--- src/rtl/timer_ctrl_pkg.sv ---
// rtl/timer_ctrl_pkg.sv - shared state encoding and defaults for the interval timer
package timer_ctrl_pkg;

    localparam int DEF_WIDTH = 4;

    typedef enum logic [1:0] {
        IDLE  = 2'b00,
        RUN   = 2'b01,
        PAUSE = 2'b10
    } state_t;

    function automatic logic is_busy(input state_t s);
        return (s == RUN) || (s == PAUSE);
    endfunction

endpackage

--- src/rtl/timer_count_core.sv ---
// rtl/timer_count_core.sv - synchronous up-counter built from toggle stages
module timer_count_core #(
    parameter int WIDTH = 4
) (
    input  logic             clk,
    input  logic             rst,
    input  logic             clr,
    input  logic             inc,
    output logic [WIDTH-1:0] q
);

    logic [WIDTH-1:0] toggle;
    logic             carry;

    // A stage toggles only when every lower stage is 1 and inc is asserted.
    always_comb begin
        toggle = '0;
        carry  = inc;
        for (int i = 0; i < WIDTH; i++) begin
            toggle[i] = carry;
            carry     = carry & q[i];
        end
    end

    always_ff @(posedge clk or posedge rst) begin
        if (rst) begin
            q <= '0;
        end else if (clr) begin
            q <= '0;
        end else begin
            q <= q ^ toggle;
        end
    end

endmodule

--- src/rtl/timer_ctrl.sv ---
// rtl/timer_ctrl.sv - interval-timer controller sequencing the shared toggle counter
module timer_ctrl
    import timer_ctrl_pkg::*;
#(
    parameter int WIDTH = DEF_WIDTH
) (
    input  logic             clk,
    input  logic             rst,
    input  logic             start,
    input  logic             pause,
    input  logic             abort,
    input  logic             periodic,
    input  logic [WIDTH-1:0] limit,
    input  logic             irq_ack,
    output logic [WIDTH-1:0] count,
    output logic             busy,
    output logic             done,
    output logic             irq
);

    state_t           state, state_nx;
    logic [WIDTH-1:0] lim_r;
    logic             per_r;
    logic             clr, inc, tc, latch;

    timer_count_core #(.WIDTH(WIDTH)) u_core (
        .clk (clk),
        .rst (rst),
        .clr (clr),
        .inc (inc),
        .q   (count)
    );

    always_comb begin
        state_nx = state;
        clr      = 1'b0;
        inc      = 1'b0;
        tc       = 1'b0;
        latch    = 1'b0;
        if (abort) begin
            state_nx = IDLE;
            clr      = 1'b1;
        end else begin
            case (state)
                IDLE: begin
                    clr = 1'b1;
                    if (start) begin
                        latch    = 1'b1;
                        state_nx = RUN;
                    end
                end
                RUN, PAUSE: begin
                    // Leaving PAUSE counts as a run cycle so each paused cycle costs exactly one.
                    if ((state == PAUSE) && pause) begin
                        state_nx = PAUSE;
                    end else if (count == lim_r) begin
                        tc       = 1'b1;
                        clr      = 1'b1;
                        state_nx = per_r ? (pause ? PAUSE : RUN) : IDLE;
                    end else if (pause) begin
                        state_nx = PAUSE;
                    end else begin
                        inc      = 1'b1;
                        state_nx = RUN;
                    end
                end
                default: begin
                    state_nx = IDLE;
                    clr      = 1'b1;
                end
            endcase
        end
    end

    always_ff @(posedge clk or posedge rst) begin
        if (rst) begin
            state <= IDLE;
            lim_r <= '0;
            per_r <= 1'b0;
            done  <= 1'b0;
            irq   <= 1'b0;
        end else begin
            state <= state_nx;
            done  <= tc;
            if (latch) begin
                lim_r <= limit;
                per_r <= periodic;
            end
            if (tc) begin
                irq <= 1'b1;
            end else if (irq_ack) begin
                irq <= 1'b0;
            end
        end
    end

    assign busy = is_busy(state);

endmodule

--- config.mk ---
export PLATFORM = sky130hd
export DESIGN_NAME = timer_ctrl
export DESIGN_NICKNAME = d
export VERILOG_FILES = /design/src/rtl/timer_ctrl_pkg.sv /design/src/rtl/timer_count_core.sv /design/src/rtl/timer_ctrl.sv
export SDC_FILE = /design/constraint.sdc
export NUM_CORES = 1
export LEC_CHECK = 0
export CORE_UTILIZATION = 40
export DETAILED_ROUTE_END_ITERATION = 6
export GPL_TIMING_DRIVEN = 0
export HOLD_SLACK_MARGIN = 0.15
export PLACE_DENSITY = 0.67
export RECOVER_POWER = 100
export SETUP_SLACK_MARGIN = 0.05
export SLEW_MARGIN = 20
export SYNTH_ARGS = -nofsm -noshare
export SYNTH_HDL_FRONTEND = slang
export SYNTH_SLANG_ARGS = --single-unit
export TNS_END_PERCENT = 30
--- constraint.sdc ---
create_clock -name clk -period 2.4 [get_ports clk]
set_input_delay 0.48 -clock clk [delete_from_list [all_inputs] [get_ports clk]]
set_output_delay 0.48 -clock clk [all_outputs]
set_load 0.1 [all_outputs]
==> flow_summary_export.csv, run 1 <==
group,metric,value,unit
outcome,status,"finished, final reports clean",
placed_design,portBuffers,17,
detailed_routing,antenna_left,0,
finish,nFillCells,138,
clock_network,numCtsBuffers,3,
synth,synth_nets,78,
power_and_ir_drop,p_leak,0.4349,nW
clock_network,clock_sinks,13,
sta,rsz0062_at_grt,"yes",
die,die_y,43.86,um
clock_network,clkTransAtPathRegs,80,ps
die,initial_core_util,44.44,%
flow_run,cap_violations,0,
sta,period_share,97.64,%
sta,timing.hold.ws,495.9,ps
clock_network,cts_hold_buf,0,
synth,synth_common_cells,"13 x dfrtp_1, 7 x nand2_1, 6 x ha_1",
clock_network,cts_tree,"yes",
detailed_routing,routed_wl,1423,um
synth,netlist_instances,61,
sta,tightest_slew,977.9,ps
die,core_area,1577,um^2
synth,yosysTopAreaCell,"dfrtp_1",
finish,nets,103,
global_routing,grt_usage,17.50,%
clock_network,ctsHtreeMaxLevel,1,
die,ios,18,
critical_path,cp.required,1920,ps
sta,fin_ws,56.71,ps
finish,multi_input_area,394.1,um^2
sta,hold_violations,0,
detailed_routing,wl_per_cell,14.09,um
sta,fin_setup_tns,0,ps
global_routing,grt_pass1_vias,547,
global_routing,grt-ovfl-total,0,
critical_path,crit_chain,"clkdlybuf4s50_1",
synth,synth_area_leaders,"dfrtp_1 46%, ha_1 11%, mux2_2 8.0%",
synth,synth_edf_count,0,
synth,yosys_warnings,0,
global_routing,grt_max_degree,14,
synth,ys_types,20,
synth,dominantRegCellSynth,"dfrtp_1",
sta,maxSlewHeadroom,34.59,%
synth,synth_top_area_share,46.43,%
finish,antenna_cells,0,
sta,max_freq,0.4268,GHz
critical_path,critPathCaptureType,"output pin",
power_and_ir_drop,powerDensity,852.7,nW/um^2
clock_network,ctsRootBufferMaster,"clkbuf_4",
detailed_routing,via_per_inst,5.416,
critical_path,crit_family,"buffers and inverters",
detailed_routing,drc,0,
sta,post-route-min-period,2343,ps
clock_network,insertion_delay,280,ps
detailed_routing,dr_total_vias,547,
detailed_routing,drtIter0Drc,5,
die,num_rows,14,
synth,async_reset_ff_share,100.0,%
sta,slew_viol_final,0,
die,die_area,1923,um^2
global_routing,grt_pass1_wl,2408,um
detailed_routing,dr.pass1.iters,6,
critical_path,worstSetupPathType,"flip-flop to output pin",
global_routing,antenna_found_initial,0,
synth,syn_avg_cell_area,11.49,um^2
critical_path,cp.buffers_inverters,1,
finish,syn2layout_area_growth,41.43,%
placed_design,dp_worst_setup_slack,40.43,ps
critical_path,worst_path_max_delay_cell,"clkdlybuf4s50_1",
power_and_ir_drop,total_power,0.0008450,W
synth,synth.most_common_cell,"dfrtp_1",
power_and_ir_drop,vdd_drop_max,0.0006443,V
critical_path,slowest_delay,1140,ps
finish,regArea,337.8,um^2
sta,fin_worst_skew,1.970,ps
placed_design,hpwl,1063,um
synth,ys_seq_area_share,46.43,%
critical_path,arrival,1860,ps
placed_design,place_congestion,0.7768,
critical_path,start_kind,"flip-flop",
synth,syn_area,700.7,um^2
hold_path,hp-class,"flip-flop to flip-flop",
sta,setup_viol,0,
clock_network,clockBufferDepth,2,
synth,synth-seq-cells,13,
critical_path,path_max_fanout,3,
die,die_w,43.86,um
finish,drive_gt1_share,25.88,%
==> final timing paths <==
check / depth (start not counted) / slack (ps) / start / to
setup / recovery: 1 / 60 / u_core.q[0] / count[0]
hold / removal: 1 / 500 / irq / irq
setup reg to reg: 9 / 120 / u_core.q[1] / u_core.q[3]
hold reg to reg: 1 / 500 / irq / irq
max in group asynchronous: 2 / 1350 / rst / u_core.q[1]
min in group asynchronous: 2 / 670 / rst / lim_r[2]
==> what timing repair did <==
item,4_1_cts,5_1_grt
pin swaps,1,1
gates resized for setup,3,0
setup endpoints to repair,4,5
setup buffers,0,3
==> worst reg2reg max path, delay by kind of cell (launching register included) <==
family / cells / cell delay, ps
adders and majority gates: 3 / 470
AOI/OAI and AO/OA: 1 / 130
DFF: 1 / 510
and+or+nand+nor: 3 / 800
xor gates and xnor gates: 2 / 310
==> per-layer routing <==
layer  GRT usage, %  part of all wire, %  up-vias
li1               -                    -      265
met1          22.69                   49      266
met2          25.97                   45       14
met3          7.917                  4.5        2
met4          6.061                  1.5        0
met5              0                    0        -
==> cell type report <==
type                            instances  share of cell area [%]
Sequential cell                        13                   34.09
Timing Repair Buffer                   20                   19.57
Multi-Input combinational cell         43                   39.77
Clock buffer                            4                   2.652
Inverter                                5                   1.894
Tap cell                               16                   2.020
==> cells by family after synthesis <==
logic type,share of synthesized area [%]
AO/OA/AOI/OAI,8.750
AND/OR/NAND/NOR,17.14
multiplexers,8.035
buffers and inverters,2.679
flip-flops,46.43
adder cells (fa/ha/maj),10.71
XOR/XNOR,6.250
==> power breakdown <==
part | internal (W) | switching (W)
combinational | 0.000151 | 0.000237
clock | 0.0000645 | 0.0000733
sequential | 0.000276 | 0.0000439
total | 0.000491 | 0.000354
==> registers in the layout (all words and copies together), names as in the netlist <==
register / count
per_r: 1
state: 2
lim_r: 4
irq: 1
done: 1
u_core.q: 4
==> cell usage in the layout (no fill, tap or decap), types with 2 or more instances in the layout <==
master | netlist | layout
a21oi_1 | 4 | 4
nand4b_1 | 2 | 2
ha_1 | 6 | 3
inv_1 | 5 | 5
nor2b_1 | 2 | 2
dlygate4sd3_1 | 0 | 3
nand2_1 | 7 | 7
xor2_1 | 5 | 5
o211ai_1 | 2 | 2
mux2_2 | 5 | 5
clkbuf_4 | 0 | 3
clkdlybuf4s50_1 | 0 | 13
dfrtp_4 | 0 | 3
dfrtp_1 | 13 | 9
ha_4 | 0 | 3
buf_4 | 0 | 3
==> per-stage QoR <==
step	util [%]	instance area (um^2)	instances
final	62.86	991.0	101
after global placement	60.95	960.9	94
after global routing	62.86	991.0	101
after detailed placement	60.95	960.9	94
after floorplan	-	770.7	61
after CTS	62.70	988.4	98
(Power assumes the default switching activity.)
==> inputs of run 2 (changes only) <==
TNS_END_PERCENT = 5   (was 30)
==> results of run 2 <==
Final layout, timing and power as in run 1 (identical DEF).
